[src/rtl/score_keeper_pkg.sv]
// rtl/score_keeper_pkg.sv - shared game-state, arrow and judge FSM definitions
package score_keeper_pkg;

    localparam int STATE_BITS = 2;

    localparam logic [STATE_BITS:0] STATE_MENU  = 3'd0;
    localparam logic [STATE_BITS:0] STATE_GAME  = 3'd1;
    localparam logic [STATE_BITS:0] STATE_PAUSE = 3'd2;
    localparam logic [STATE_BITS:0] STATE_OVER  = 3'd3;

    // [3:0] one-hot direction, [4] marks a rest beat with no arrow
    localparam logic [4:0] ARROW_UP    = 5'b00001;
    localparam logic [4:0] ARROW_DOWN  = 5'b00010;
    localparam logic [4:0] ARROW_LEFT  = 5'b00100;
    localparam logic [4:0] ARROW_RIGHT = 5'b01000;
    localparam logic [4:0] ARROW_REST  = 5'b10000;

    localparam logic [13:0] MAX_VAL = 14'd9999;

    typedef enum logic [1:0] {
        FSM_IDLE  = 2'd0,
        FSM_ARMED = 2'd1,
        FSM_DONE  = 2'd2
    } fsm_e;

endpackage

[src/rtl/score_keeper_sat_add14.sv]
// rtl/score_keeper_sat_add14.sv - 14-bit adder clamped to the four-digit display limit
module sat_add14
    import score_keeper_pkg::*;
(
    input  logic [13:0] a_i,
    input  logic [13:0] b_i,
    output logic [13:0] y_o
);

    logic [14:0] sum;

    assign sum = {1'b0, a_i} + {1'b0, b_i};
    assign y_o = (sum > {1'b0, MAX_VAL}) ? MAX_VAL : sum[13:0];

endmodule

[src/rtl/score_keeper.sv]
// rtl/score_keeper.sv - judges button presses against issued arrows, keeps score/combo
module score_keeper
    import score_keeper_pkg::*;
#(
    parameter int WINDOW_CYCLES = 2000000,
    parameter int HIT_POINTS    = 10,
    parameter int BONUS_THRESH  = 10,
    parameter int BONUS_POINTS  = 5
) (
    input  logic                  clk,
    input  logic                  rst,
    input  logic [STATE_BITS:0]   state,
    input  logic                  beat,
    input  logic [4:0]            arrow,
    input  logic [3:0]            btn,
    output logic [13:0]           score,
    output logic [13:0]           comboCount,
    output logic [13:0]           max_combo,
    output logic                  hit,
    output logic                  miss
);

    localparam int CW = $clog2(WINDOW_CYCLES + 1);
    localparam logic [CW-1:0] LAST_CNT = CW'(WINDOW_CYCLES - 1);

    fsm_e                  fsm_q, fsm_d;
    logic [3:0]            target_q, target_d;
    logic [CW-1:0]         cnt_q, cnt_d;
    logic [3:0]            btn_q;
    logic [STATE_BITS:0]   prev_state_q;
    logic [13:0]           score_q, score_d;
    logic [13:0]           combo_q, combo_d;
    logic [13:0]           max_q, max_d;
    logic                  hit_q, hit_d;
    logic                  miss_q, miss_d;

    logic [3:0]            press;
    logic                  judge_hit;
    logic                  judge_miss;
    logic                  clear;
    logic [13:0]           combo_base;
    logic [13:0]           hit_pts;
    logic [13:0]           score_sum;
    logic [13:0]           combo_inc;

    assign press = btn & ~btn_q;

    // A beat always retires whatever arrow was pending; a press in the beat
    // cycle belongs to the newly issued arrow.
    always_comb begin
        fsm_d      = fsm_q;
        target_d   = target_q;
        cnt_d      = cnt_q;
        judge_hit  = 1'b0;
        judge_miss = 1'b0;
        clear      = 1'b0;
        if (state != STATE_GAME) begin
            fsm_d = FSM_IDLE;
        end else if (prev_state_q != STATE_GAME && prev_state_q != STATE_PAUSE) begin
            clear    = 1'b1;
            fsm_d    = FSM_IDLE;
            target_d = 4'b0;
            cnt_d    = '0;
        end else if (beat) begin
            judge_miss = (fsm_q == FSM_ARMED);
            if (arrow[4]) begin
                fsm_d    = FSM_DONE;
                target_d = 4'b0;
            end else begin
                target_d = arrow[3:0];
                cnt_d    = '0;
                if (press == 4'b0) begin
                    fsm_d = FSM_ARMED;
                end else begin
                    fsm_d = FSM_DONE;
                    if (press == arrow[3:0]) judge_hit  = 1'b1;
                    else                     judge_miss = 1'b1;
                end
            end
        end else if (fsm_q == FSM_ARMED) begin
            if (press != 4'b0) begin
                fsm_d = FSM_DONE;
                if (press == target_q) judge_hit  = 1'b1;
                else                   judge_miss = 1'b1;
            end else if (cnt_q == LAST_CNT) begin
                fsm_d      = FSM_DONE;
                judge_miss = 1'b1;
            end else begin
                cnt_d = cnt_q + CW'(1);
            end
        end
    end

    // Miss is applied before hit, so a combined result restarts the combo at 1.
    assign combo_base = judge_miss ? 14'd0 : combo_q;
    assign hit_pts    = (combo_base >= 14'(BONUS_THRESH)) ? 14'(HIT_POINTS + BONUS_POINTS)
                                                          : 14'(HIT_POINTS);

    sat_add14 u_score_add (
        .a_i (score_q),
        .b_i (hit_pts),
        .y_o (score_sum)
    );

    sat_add14 u_combo_add (
        .a_i (combo_base),
        .b_i (14'd1),
        .y_o (combo_inc)
    );

    always_comb begin
        score_d = score_q;
        combo_d = combo_q;
        max_d   = max_q;
        hit_d   = 1'b0;
        miss_d  = 1'b0;
        if (clear) begin
            score_d = 14'd0;
            combo_d = 14'd0;
            max_d   = 14'd0;
        end else begin
            if (judge_miss) begin
                combo_d = 14'd0;
                miss_d  = 1'b1;
            end
            if (judge_hit) begin
                combo_d = combo_inc;
                score_d = score_sum;
                hit_d   = 1'b1;
                if (combo_inc > max_q) max_d = combo_inc;
            end
        end
    end

    always_ff @(posedge clk or posedge rst) begin
        if (rst) begin
            fsm_q        <= FSM_IDLE;
            target_q     <= 4'b0;
            cnt_q        <= '0;
            btn_q        <= 4'b0;
            prev_state_q <= STATE_MENU;
            score_q      <= 14'd0;
            combo_q      <= 14'd0;
            max_q        <= 14'd0;
            hit_q        <= 1'b0;
            miss_q       <= 1'b0;
        end else begin
            fsm_q        <= fsm_d;
            target_q     <= target_d;
            cnt_q        <= cnt_d;
            btn_q        <= btn;
            prev_state_q <= state;
            score_q      <= score_d;
            combo_q      <= combo_d;
            max_q        <= max_d;
            hit_q        <= hit_d;
            miss_q       <= miss_d;
        end
    end

    assign score      = score_q;
    assign comboCount = combo_q;
    assign max_combo  = max_q;
    assign hit        = hit_q;
    assign miss       = miss_q;

endmodule

[config.mk]
export PLATFORM = sky130hd
export DESIGN_NAME = score_keeper
export DESIGN_NICKNAME = d
export VERILOG_FILES = /design/src/rtl/score_keeper_pkg.sv /design/src/rtl/score_keeper_sat_add14.sv /design/src/rtl/score_keeper.sv
export SDC_FILE = /design/constraint.sdc
export NUM_CORES = 1
export LEC_CHECK = 0
export ABC_AREA = 1
export BUFFER_PORTS_ARGS = -buffer_cell sky130_fd_sc_hd__buf_4
export CAP_MARGIN = 20
export CORE_ASPECT_RATIO = 1.2
export CORE_MARGIN = 4
export CORE_UTILIZATION = 53
export DETAILED_ROUTE_END_ITERATION = 10
export PLACE_DENSITY = 0.74
export SLEW_MARGIN = 20
export SYNTH_ARGS = -nofsm -noshare
export SYNTH_HDL_FRONTEND = slang
export SYNTH_SLANG_ARGS = --single-unit
[constraint.sdc]
create_clock -name clk -period 4.2 [get_ports clk]
set_input_delay 0.21 -clock clk [delete_from_list [all_inputs] [get_ports clk]]
set_output_delay 0.21 -clock clk [all_outputs]
set_load 0.005 [all_outputs]
# Word level (Yosys, flattened, before mapping)
# Cells that the tools add are included.
[op_classes]
n_addsub = 3
order_cmp = 4
n_eq_ne = 10
mux = 53
bitwise_logic = 3
n_reduce_logical = 13
[op_table]
columns = ["cell", "count"]
rows = [
  ["two-way mux 14 bit", 10],
  ["two-way mux 21 bit", 6],
  ["> comparator 15 x 14 -> 1 bit, second input constant", 2],
  ["two-way mux 1 bit", 25],
  ["adder 21 x 1 -> 21 bit, second input constant", 1],
  ["equality test 21 bit, second input constant", 1],
  ["two-way mux 2 bit", 8],
  ["adder 14 x 1 -> 15 bit, second input constant", 1],
  ["adder 14 x 4 -> 15 bit", 1],
  [">= comparator 14 x 4 -> 1 bit, second input constant", 1],
  ["> comparator 14 bit", 1],
  ["two-way mux 4 bit", 3],
  ["equality test 4 bit", 2],
  ["nonzero test 4 bit", 2],
  ["!= test 3 x 1 -> 1 bit, second input constant", 2],
  ["!= test 3 x 2 -> 1 bit, second input constant", 2],
  ["!= test 3 bit, second input constant", 2],
  ["AND reduction 2 bit", 3],
  ["nonzero test 2 bit", 3],
  ["AND reduction 5 bit", 1],
  ["nonzero test 5 bit", 1],
  ["AND 4 bit", 1],
  ["zero test 4 bit", 1],
  ["inverter 4 bit", 1],
  ["other kinds (5)", 5],
]
[totals]
regBits = 78
inputBits = 15
out_inout_bits = 44
word_cells = 96

# Longest topological paths before layout
# Gate-level depths: netlist of run 1.
[logic_depth]
depth_word = 17
mapped_depth = 39

# Hierarchy
# A second synthesis of run 1 with hierarchy kept.
[hier_totals]
cells_unflattened = 1022
hier_area_um2 = 6896.6
[by_module_without_submodules]
columns = ["module", "instances", "cells_each", "area_each_um2"]
rows = [
  ["score_keeper", 1, 556, 4486.8],
  ["sat_add14", 2, 233, 1204.9],
]

# Worst setup path before layout of run 1
# Ideal clock, no wire load.
[synth_path]
kind = "flip-flop to flip-flop"
start = "register cnt_q[0]"
end = "register max_q[0] (netlist: max_combo[0])"
setup_ns = 0.066
t_arrival_ns = 4.235
setup_slack_ns = -0.101
stages_incl_launch_ff = 33
n_path_buf = 2
period_less_slack_ns = 4.301
cell_sequence = "dfrtp_1 -> ha_1 -> nand3_1 -> nor2_1 -> nand3_1 -> nand2_1 -> nand3_2 -> nand2_4 -> nand2_8 -> inv_2 -> nor2_1 -> ha_1 -> inv_1 -> nor2_2 -> nand2_2 -> xor2_2 -> nor2_1 -> nand3_1 -> nand3_1 -> nand2_2 -> buf_12 -> inv_4 -> nor2_1 -> ha_1 -> nand2_1 -> nor4_1 -> a32oi_1 -> nand2_1 -> inv_1 -> nor2_1 -> clkbuf_1 -> nand2_1 -> nand2_1"
[synth_via]
elab_chain_cells = 14
[synth_rtl]
columns = ["item", "line", "rtl"]
rows = [
  ["start: declaration", "score_keeper.sv:28", "logic [CW-1:0] cnt_q, cnt_d;"],
  ["start signal: assignment", "score_keeper.sv:150", "cnt_q <= cnt_d;"],
  ["equality test 21 bit *", "score_keeper.sv:85", "end else if (cnt_q == LAST_CNT) begin"],
  ["two-way mux 1 bit *", "score_keeper.sv:85", ""],
  ["two-way mux 1 bit *", "score_keeper.sv:81", "if (press != 4'b0) begin"],
  ["two-way mux 1 bit *", "score_keeper.sv:80", "end else if (fsm_q == FSM_ARMED) begin"],
  ["two-way mux 1 bit *", "score_keeper.sv:64", "end else if (beat) begin"],
  ["two-way mux 1 bit *", "score_keeper.sv:59", "end else if (prev_state_q != STATE_GAME && prev_state_q != STATE_PAUSE) begin"],
  ["two-way mux 1 bit *", "score_keeper.sv:57", "if (state != STATE_GAME) begin"],
  ["two-way mux 14 bit *", "--", ""],
  ["adder 14 x 1 -> 15 bit *", "score_keeper_sat_add14.sv:12", "assign sum = {1'b0, a_i} + {1'b0, b_i};"],
  ["> comparator 15 x 14 -> 1 bit", "score_keeper_sat_add14.sv:13", "assign y_o = (sum > {1'b0, MAX_VAL}) ? MAX_VAL : sum[13:0];"],
  ["two-way mux 14 bit *", "score_keeper_sat_add14.sv:13", ""],
  ["> comparator 14 bit / two-way mux 14 bit (equally long branches)", "score_keeper.sv:130", "if (combo_inc > max_q) max_d = combo_inc;"],
  ["nonzero test 2 bit (no line) / two-way mux 14 bit (equally long branches)", "--", ""],
  ["AND reduction 2 bit (no line) / two-way mux 14 bit (equally long branches)", "--", ""],
  ["end signal: assignment", "score_keeper.sv:155", "max_q <= max_d;"],
  ["end: declaration", "score_keeper.sv:33", "logic [13:0] max_q, max_d;"],
]
# Every way passes the cells marked *; elsewhere a longest branch is shown, timed or not. The select of a mux whose other input is x is not followed.
# A chain may end at the register's enable or synchronous reset.

# Worst setup path in the final report of run 1
[layout_path]
start = "register btn_q[0]"
end = "register max_q[3] (netlist: max_combo[3])"
[layout_via]
elab_chain_cells = 16
[layout_rtl]
columns = ["item", "line", "rtl"]
rows = [
  ["start: declaration", "score_keeper.sv:29", "logic [3:0] btn_q;"],
  ["start signal: assignment", "score_keeper.sv:151", "btn_q <= btn;"],
  ["inverter 4 bit *", "score_keeper.sv:46", "assign press = btn & ~btn_q;"],
  ["AND 4 bit *", "score_keeper.sv:46", ""],
  ["equality test 4 bit, on equally long branches", "score_keeper.sv:83, score_keeper.sv:76", ""],
  ["two-way mux 1 bit, on equally long branches", "score_keeper.sv:83, score_keeper.sv:76", ""],
  ["two-way mux 1 bit, on equally long branches", "score_keeper.sv:81, score_keeper.sv:72", ""],
  ["two-way mux 1 bit, on equally long branches", "score_keeper.sv:80, score_keeper.sv:66", ""],
  ["two-way mux 1 bit", "score_keeper.sv:64", ""],
  ["two-way mux 1 bit", "score_keeper.sv:59", ""],
  ["two-way mux 1 bit", "score_keeper.sv:57", ""],
  ["two-way mux 14 bit", "--", ""],
  ["adder 14 x 1 -> 15 bit", "score_keeper_sat_add14.sv:12", ""],
  ["> comparator 15 x 14 -> 1 bit", "score_keeper_sat_add14.sv:13", ""],
  ["two-way mux 14 bit", "score_keeper_sat_add14.sv:13", ""],
  ["> comparator 14 bit / two-way mux 14 bit (equally long branches)", "score_keeper.sv:130", ""],
  ["nonzero test 2 bit (no line) / two-way mux 14 bit (equally long branches)", "--", ""],
  ["AND reduction 2 bit (no line) / two-way mux 14 bit (equally long branches)", "--", ""],
]
# Marked as above.

==> flow_summary.json, run 1 <==
{
  "status": "finished, violations left",
  "violations": "setup timing",
  "cap_violations": 0,
  "crit_fanout": 7,
  "synth.avg_cell_area_um2": 7.543,
  "timing.hold.ws_ns": 0.05630,
  "vias_per_cell": 5.312,
  "initial_core_util_pct": 54.54,
  "yosysSeqAreaShare_pct": 39.21,
  "fin_area_um2": 7027,
  "finalWirelength_mm": 14.74,
  "area_delta_synth_final_pct": 41.14,
  "root_buffer": "clkbuf_8",
  "initialDrtViolationCount": 281,
  "cts_tree": "yes",
  "first_pass_iters": 4,
  "grt_max_degree": 48,
  "nNetsFinal": 867,
  "die_x_um": 96.48,
  "netlist_instances": 660,
  "clock_path_buffers": 2,
  "peakVddDrop_mv": 0.1587,
  "crit_arrival_ns": 4.64,
  "fmax_mhz": 228.8,
  "clkTransAtPathRegs_ns": 0.09,
  "max_slew_margin_pct": 35.42,
  "diodes": 0,
  "die_area_um2": 11010,
  "min_period_ns": 4.371,
  "setup_viol": 27,
  "worst_slack_ns": -0.1713,
  "rsz0062_at_grt": "true",
  "antenna_found_initial": 0,
  "p_per_area_nw_per_um2": 227.0,
  "cp_common_cell": "nand2_1",
  "power_switching_mw": 0.4196,
  "clock_latency_ns": 0.37,
  "grt_pass1_wl_mm": 22.90,
  "hpwl_mm": 10.04,
  "cts_made_buffers": 9,
  "critPathMaxStageDelay_ns": 0.38,
  "synthArstFlopShare_pct": 100.0,
  "timing.final.crit_share_pct": 104.1,
  "placed_area_um2": 6130,
  "ant_nets": 0,
  "p_total_mw": 1.595,
  "syn-num-nets": 695,
  "cp.required_ns": 4.47,
  "layout-drive-gt1-share_pct": 35.72,
  "pwr-share-clk_pct": 40.5,
  "grt_use_total_pct": 26.55,
  "syn_area_um2": 4979,
  "grt.overflow.total": 0,
  "cp_top_family": "simple AND/OR/NAND/NOR gates",
  "r2r_cells": 34,
  "clkSinkCount": 78,
  "r2r-start": "btn_q[0]",
  "finalHoldViolCount": 0,
  "path_class": "flop to flop",
  "hp-class": "input pin to async pin",
  "cp-start-kind": "flop",
  "synthDistinctLibCells": 45,
  "core_area_um2": 9129,
  "grt_pass1_vias": 5153,
  "reg2reg_to": "max_combo[3]",
  "seqPwrFrac_pct": 48.5,
  "p_comb_share_pct": 11.0,
  "htree_num_levels": 3,
  "crit_buf_inv": 5,
  "pre_cts_slack_ns": -0.6598,
  "rows": 38,
  "synth.ff_latch_count": 78,
  "yosys_warnings": 0,
  "avgRoutedWirePerCell_um": 15.40,
  "leakage_nw": 3.570,
  "synth_ff_type": "dfrtp_1",
  "gp_congestion": 0.8905,
  "io_pins": 59,
  "fin_skew_ns": 0.008818,
  "tightest_slew_ns": 0.9673,
  "die_h_um": 114.2,
  "p_int_mw": 1.175,
  "synth_edf_count": 0,
  "cp-end-kind": "flop",
  "portBuffers": 58,
  "crit_slowest_cell": "dfrtp_1",
  "worstSetupStartpoint": "btn_q[0]",
  "r2r_slack_ns": -0.17,
  "vias": 5084,
  "switching_share_pct": 26.31,
  "drc": 0,
  "slew_violations": 0
}
-- layer usage --
| layer | wire (um) | vias to the layer above | track usage, % | part of all wire (%) |
|---|---|---|---|---|
| li1 | - | 2455 | - | - |
| met1 | 5697 | 2455 | 30.79 | 39 |
| met2 | 8074 | 144 | 48.20 | 55 |
| met3 | 583 | 30 | 3.550 | 4.0 |
| met4 | 381 | 0 | 11.04 | 2.6 |
| met5 | 0 | - | 0 | 0 |
-- Yosys cell counts (4+ instances only) --
library cell	number	area (um2)
nand2_1	153	574.3
inv_1	98	367.9
dfrtp_1	78	1952
nor2_1	63	236.5
nand3_1	57	285.3
o21ai_0	32	160.2
a21oi_1	23	115.1
ha_1	20	250.2
nand2_2	13	81.33
xor2_1	13	113.9
inv_2	10	37.54
nand4_1	10	62.56
nor3_1	10	50.05
nand2_4	8	90.09
nor2_2	8	50.05
nor4_1	7	43.79
clkbuf_1	5	18.77
o32ai_1	5	43.79
nor2_4	4	45.04
o21ai_1	4	20.02
o22ai_1	4	25.02
-- registers in the layout (all words and copies together), names as in the netlist, 2 cells and up --
signal        count
max_combo        14
fsm_q             2
comboCount       14
btn_q             4
cnt_q            21
target_q          4
prev_state_q      3
score            14
-- final cells by class --
cell class,count,area [um2]
timing repair buffer,173,1383
clock buffer,9,123.9
fill,668,2102
clock inverter,7,95.09
tap,120,150.1
inverter,109,416.7
sequential,78,1952
multi-input combinational,461,2907
-- worst reg2reg max path: cells and delay by family, from the launching register on --
| kind | cells | cell delay (ns) |
|---|---|---|
| flip-flops | 1 | 0.38 |
| AO/OA/AOI/OAI | 3 | 0.56 |
| AND/OR/NAND/NOR | 24 | 2.31 |
| adder cells (fa/ha/maj) | 2 | 0.52 |
| buffers and inverters | 5 | 0.53 |
-- what timing repair did --
item | 4_1_cts | 5_1_grt
buffers inserted | 10 | 13
endpoints found under the setup margin | 28 | 28
pin swaps | 26 | 42
gates resized for setup | 44 | 50
endpoints found under the hold margin | 7 | 0
hold buffers | 7 | 0
gates cloned | 1 | 1
-- cell usage in the layout, fill, tap and decap left out, types with 15 or more instances in the layout --
| cell type | netlist | final |
|---|---|---|
| buf_4 | 1 | 156 |
| nand2_1 | 153 | 143 |
| inv_1 | 98 | 94 |
| dfrtp_1 | 78 | 78 |
| nor2_1 | 63 | 54 |
| nand3_1 | 57 | 50 |
| a21oi_1 | 23 | 22 |
| o21ai_0 | 32 | 21 |
| nand2_2 | 13 | 18 |
| nor2_2 | 8 | 15 |
-- power groups by stage --
stage                     Clock (mW)  Combinational (mW)  Sequential (mW)
after detailed placement           0               0.143            0.787
final                          0.646               0.176            0.773
after floorplan                    0              0.0830            0.786
after global routing           0.687               0.194            0.775
after CTS                      0.655               0.158            0.773
after global placement             0               0.138            0.786
-- logic make-up (layout without fill, tap and decap cells) --
kind of cell,Yosys count,in the layout,synth area share [%]
AOI/OAI and AO/OA,77,77,8.947
xor gates and xnor gates,18,18,3.468
and+or+nand+nor,346,346,33.48
DFF,78,78,39.21
adders and majority gates,20,20,5.026
buffers and inverters,121,298,9.877
-- through the flow --
| stage | setup TNS [ns] | std cells | util [%] |
|---|---|---|---|
| 2_1_floorplan | 0 | 660 | - |
| 3_3_place_gp | -8.015 | 910 | 67.15 |
| 3_5_place_dp | -14.06 | 910 | 67.15 |
| 4_1_cts | -2.993 | 944 | 73.03 |
| 5_1_grt | -12.15 | 957 | 76.97 |
| 6_report | -3.636 | 957 | 76.97 |
-- worst max-delay path by stage --
stage / depth (start not counted) / end / slack [ns]
floorplan: 32 / max_combo[0] / 0.02
global placement: 30 / max_combo[13] / -0.34
detailed placement: 29 / max_combo[11] / -0.66
CTS: 30 / score[3] / -0.20
global route: 34 / max_combo[4] / -0.52
finish: 34 / max_combo[3] / -0.17
(Power assumes the default switching activity.)
==> run 2, diff against run 1 <==
BUFFER_PORTS_ARGS = -buffer_cell sky130_fd_sc_hd__buf_2   (was -buffer_cell sky130_fd_sc_hd__buf_4)
==> run 2 against run 1 <==
  * The run ends with hold timing, setup timing left
  * Combinational power is 9% lower
  * Clock-buffer cell count is 1 higher
  * Global-route usage up 0.14 points
  * Flip-flop and latch count did not move
  * Sequential share of layout area grew 0.74 points
  * Wire length fell by 2.0%
  * Clock skew increased by 0.0038 ns
  * Critical path depth decreased by 5
  * Cell area is 2.6% lower
  * Non-clock buffer count increased by 5
  * First-iteration DRC count rose by 12%
  * Largest cell class unchanged
  * Highest routed layer unchanged
==> flow_summary.json, run 2 (same netlist as run 1, synthesis figures left out) <==
{
  "grt_max_degree": 49,
  "hp-class": "input pin to async pin",
  "n_fill_cell": 664,
  "seqPwrFrac_pct": 50.8,
  "first_pass_iters": 5,
  "worst_slack_ns": -0.2981,
  "placed_area_um2": 5992,
  "vias_per_cell": 5.268,
  "die_x_um": 96.48,
  "initial_core_util_pct": 54.54,
  "slew_violations": 0,
  "violations": "hold timing, setup timing",
  "largest_reg_flops": 21,
  "htree_num_levels": 3,
  "core_area_um2": 9129,
  "nNetsFinal": 872,
  "rsz0062_at_grt": "true",
  "switching_share_pct": 26.61,
  "antenna_found_initial": 0,
  "finalHoldViolCount": 47,
  "layout-drive-gt1-share_pct": 35.43,
  "status": "finished, violations left",
  "die_area_um2": 11010,
  "cp_top_family": "simple AND/OR/NAND/NOR gates",
  "drc": 0,
  "p_per_area_nw_per_um2": 222.3,
  "initialDrtViolationCount": 315,
  "mostFrequentLayoutCells": "146 x nand2_1, 106 x buf_4, 92 x inv_1",
  "cp_common_cell": "nand3_2",
  "peakVddDrop_mv": 0.1624,
  "vias": 5063,
  "setup_viol": 28,
  "crit_arrival_ns": 4.74,
  "p_int_mw": 1.117,
  "cp-end-kind": "flop",
  "power_switching_mw": 0.4049,
  "cts_made_buffers": 9,
  "r2r_cells": 29,
  "fmax_mhz": 222.3,
  "clkTransAtPathRegs_ns": 0.09,
  "diodes": 0,
  "die_h_um": 114.2,
  "timing.final.crit_share_pct": 107.1,
  "clock_path_buffers": 2,
  "grt_pass1_wl_mm": 22.88,
  "cts_tree": "yes",
  "path_class": "flop to flop",
  "portBuffers": 58,
  "worstSetupStartpoint": "cnt_q[13]",
  "pwr-share-clk_pct": 38.7,
  "hpwl_mm": 9.752,
  "critPathCapture": "score[3]",
  "grt.overflow.total": 0,
  "crit_slowest_cell": "dfrtp_1",
  "largest_register": "cnt_q",
  "finalWirelength_mm": 14.44,
  "critPathMaxStageDelay_ns": 0.41,
  "root_buffer": "clkbuf_8",
  "r2r-start": "cnt_q[13]",
  "mostFrequentLayoutCell": "nand2_1",
  "r2r_slack_ns": -0.30,
  "area_delta_synth_final_pct": 37.47,
  "leakage_nw": 3.553,
  "cap_violations": 0,
  "grt_pass1_vias": 5065,
  "gp_congestion": 0.8907,
  "clkSinkCount": 78,
  "max_slew_margin_pct": 44.38,
  "avgRoutedWirePerCell_um": 15.03,
  "crit_buf_inv": 4,
  "timing.hold.ws_ns": -0.04979,
  "p_comb_share_pct": 10.5,
  "crit_fanout": 6,
  "crit_cells": 29,
  "fin_area_um2": 6844,
  "clock_latency_ns": 0.38,
  "postLayoutCoreUtil_pct": 74.97,
  "cp-start-kind": "flop",
  "rows": 38,
  "cp.required_ns": 4.44,
  "pre_cts_slack_ns": -0.4907,
  "tightest_slew_ns": 0.8342,
  "grt_use_total_pct": 26.69,
  "min_period_ns": 4.498,
  "ant_nets": 0,
  "io_pins": 59,
  "reg2reg_to": "score[3]",
  "fin_skew_ns": 0.01263
}
==> run 2: changes by cell type in the layout (fill, tap and decap cells not counted), sizes merged <==
cell,previous run,this run
buf,165,171
bufinv,2,1
clkinv,2,4
inv,111,108
==> run 2: cell type report <==
cell class,count,area [um2],area share [%]
clock buffer,10,137.6,2.011
clock inverter,5,60.06,0.8775
inverter,109,417.9,6.106
multi-input combinational,461,2875,42.01
sequential,78,1952,28.52
tap,120,150.1,2.194
timing repair buffer,178,1251,18.28
==> run 2: routing by layer <==
layer / vias to the layer above / track usage [%] / wire length (um)
met5: - / 0 / 0
met4: 0 / 10.66 / 568
met3: 47 / 5.786 / 732
met2: 174 / 46.96 / 7567
met1: 2374 / 31.09 / 5574
li1: 2468 / - / -
==> run 2: worst register-to-register path: cells and delay by family (launching register included) <==
family	cells	cell delay (ns)
buffers and inverters	4	0.37
adder cells (fa/ha/maj)	1	0.32
XOR/XNOR	1	0.20
AND/OR/NAND/NOR	20	2.71
AO/OA/AOI/OAI	3	0.37
flip-flops	1	0.41
==> run 2: power by group through the flow <==
stage / combinational [mW] / clock [mW] / sequential [mW]
after floorplan: 0.0830 / 0 / 0.786
after global placement: 0.132 / 0 / 0.786
after detailed placement: 0.137 / 0 / 0.787
after CTS: 0.151 / 0.593 / 0.772
after global routing: 0.179 / 0.632 / 0.775
final: 0.160 / 0.588 / 0.773
==> run 2: per-stage QoR <==
step / total power [mW] / hold WS [ns] / setup TNS, ns / std cells
2_1_floorplan: 0.8688 / 0.2414 / 0 / 660
3_3_place_gp: 0.9181 / 0.3357 / -7.706 / 911
3_5_place_dp: 0.9236 / 0.3392 / -11.04 / 911
4_1_cts: 1.516 / 0.09698 / -1.992 / 950
5_1_grt: 1.585 / 0.02591 / -14.94 / 961
6_report: 1.522 / -0.04979 / -6.611 / 961
==> run 2: how the worst min path moves through the flow <==
stage | start | to | slack (ns) | depth (start not counted)
floorplan | btn[0] | btn_q[0] | 0.24 | 0
global placement | state[2] | prev_state_q[2] | 0.34 | 1
detailed placement | state[1] | prev_state_q[1] | 0.34 | 1
CTS | rst | hit | 0.1 | 2
global route | rst | btn_q[0] | 0.03 | 2
finish | rst | btn_q[0] | -0.05 | 2
==> run 2: what timing repair did <==
item	CTS	global route
buffers inserted	16	11
resized for setup	43	47
endpoints found under the setup margin	28	28
cloned	1	0
hold buffers	7	0
endpoints found under the hold margin	7	0
pin swaps	21	35
==> run 3, diff against run 2 <==
REMOVE_ABC_BUFFERS = 1   (was unset)
==> run 3 against run 2 <==
  * The flow finishes with violations (setup timing)
  * Clock-buffer cell count unchanged
  * Clock power decreased by 12%
  * Cell count increased by 0.83%
  * Wire length increased by 18%
  * Die area unchanged
  * Via count increased by 9.1%
  * Worst setup slack got worse by 0.11 ns
  * Power decreased by 4.1%
  * Critical path depth increased by 4
  * Critical path type unchanged
==> flow_summary.json, run 3 (same netlist as run 1, synthesis figures left out) <==
{
  "status": "finished, violations left",
  "violations": "setup timing",
  "cp-end-kind": "flop",
  "grt_pass1_wl_mm": 23.30,
  "switching_share_pct": 28.47,
  "finalWirelength_mm": 16.97,
  "cp.required_ns": 4.51,
  "p_comb_share_pct": 11.7,
  "clkSinkCount": 78,
  "fin_cells": 969,
  "leakage_nw": 3.626,
  "peakVddDrop_mv": 0.2027,
  "die_h_um": 114.2,
  "p_total_mw": 1.460,
  "htree_num_levels": 3,
  "p_int_mw": 1.044,
  "slew_violations": 0,
  "crit_fanout": 7,
  "pwr-share-clk_pct": 35.4,
  "vias": 5523,
  "nNetsFinal": 879,
  "rows": 38,
  "clock_latency_ns": 0.38,
  "fin_skew_ns": 0.01206,
  "grt.overflow.total": 0,
  "clkTransAtPathRegs_ns": 0.08,
  "area_delta_synth_final_pct": 44.56,
  "diodes": 0,
  "ant_nets": 0,
  "setup_viol": 25,
  "clock_path_buffers": 2,
  "critPathMaxStageDelay_ns": 0.39,
  "timing.hold.ws_ns": 0.1287,
  "cp_common_cell": "nand2_1",
  "path_class": "flop to flop",
  "layout-drive-gt1-share_pct": 40.75,
  "crit_slowest_cell": "dfrtp_1",
  "grt_max_degree": 62,
  "die_area_um2": 11010,
  "power_switching_mw": 0.4156,
  "multi_input_area_um2": 3132,
  "seqPwrFrac_pct": 53.0,
  "cp-start-kind": "flop",
  "n_fill_cell": 584,
  "initial_core_util_pct": 54.54,
  "mostFrequentLayoutCell": "nand2_1",
  "hpwl_mm": 9.734,
  "pre_cts_slack_ns": -0.5799,
  "antenna_found_initial": 0,
  "tightest_slew_ns": 0.8095,
  "gp_congestion": 0.9594,
  "fin_area_um2": 7197,
  "cts_made_buffers": 9,
  "worst_slack_ns": -0.4103,
  "cts_tree": "yes",
  "vias_per_cell": 5.700,
  "grtUsageMet2_pct": 47.74,
  "cap_violations": 0,
  "first_pass_iters": 5,
  "mostFrequentLayoutCells": "124 x nand2_1, 105 x buf_4, 92 x inv_1",
  "hp-class": "input pin to flop",
  "avgRoutedWirePerCell_um": 17.51,
  "top_usage_layer": "met2",
  "fmax_mhz": 216.9,
  "finalHoldViolCount": 0,
  "grt_use_met1_pct": 31.23,
  "largest_register": "cnt_q",
  "grt_util_met3_pct": 3.353,
  "timing.final.crit_share_pct": 109.8,
  "rsz0062_at_grt": "true",
  "crit_arrival_ns": 4.92,
  "grt_use_total_pct": 27.00,
  "root_buffer": "clkbuf_8",
  "grt_pass1_vias": 5186,
  "drc": 0,
  "largest_reg_flops": 21,
  "dp_cells": 907,
  "min_period_ns": 4.610,
  "placed_area_um2": 5948,
  "max_slew_margin_pct": 45.97,
  "p_per_area_nw_per_um2": 202.8,
  "core_area_um2": 9129,
  "seqCellArea_um2": 1952,
  "initialDrtViolationCount": 376,
  "portBuffers": 58,
  "die_x_um": 96.48,
  "io_pins": 59
}
-- run 3: cell count changes in the layout (fill, tap and decap cells not counted), moves of 3 or more --
cell,change
ha_1,-5
nor2_1,-3
nand3_4,+3
xor2_2,+3
nand3_1,-5
nand2_4,+8
buf_6,+4
a21oi_2,+3
nor2_4,+4
nand2_2,+14
ha_4,+4
a21oi_1,-3
nand2_1,-22
-- run 3: path summary, 6_finish.rpt --
path	start	to	slack [ns]	cells after the start
max in group asynchronous	rst	max_combo[6]	2.83	4
setup reg to reg	btn_q[1]	max_combo[7]	-0.41	33
setup / recovery	btn_q[1]	max_combo[7]	-0.41	33
hold / removal	arrow[1]	target_q[1]	0.13	3
min in group asynchronous	rst	cnt_q[7]	0.31	3
hold reg to reg	max_combo[10]	max_combo[10]	0.52	2
-- run 3: power by group through the flow --
stage | Sequential (mW) | Combinational, mW | Clock (mW)
detailed placement | 0.787 | 0.134 | 0
floorplan | 0.786 | 0.0815 | 0
CTS | 0.772 | 0.154 | 0.515
finish | 0.773 | 0.170 | 0.516
global route | 0.775 | 0.187 | 0.560
global placement | 0.786 | 0.129 | 0
-- run 3: cell type report --
class,count,share of cell area (%)
Multi-Input combinational cell,461,43.52
Timing Repair Buffer,185,19.05
Clock buffer,10,1.773
Tap cell,120,2.086
Inverter,109,5.911
Sequential cell,78,27.12
Clock inverter,6,0.5389
-- run 3: what timing repair did --
item                                    CTS  global route
cloned                                    3             0
buffers inserted                         16            19
hold buffers                              8             0
endpoints found under the hold margin    24             0
resized for setup                        57           107
endpoints found under the setup margin   28            28
pin swaps                                27            62
-- run 3: metrics by stage --
step / utilization (%) / setup TNS [ns]
after global placement: 65.16 / -7.361
after global routing: 78.84 / -13.90
after CTS: 72.29 / -2.536
after floorplan: - / -6.490
final: 78.84 / -7.275
after detailed placement: 65.16 / -12.52
-- run 3: worst max-delay path, delay by kind of cell (launching register included) --
kind,cells,cell delay [ns]
flops,1,0.39
buf+inv,6,0.69
simple gates,24,2.80
fa+ha+maj,2,0.47
compound gates,1,0.18
-- run 3: layer usage --
metal  part of all wire (%)  wire length [um]
met1                     37              6213
met2                     50              8566
met3                    6.5              1108
met4                    6.4              1083
met5                      0                 0
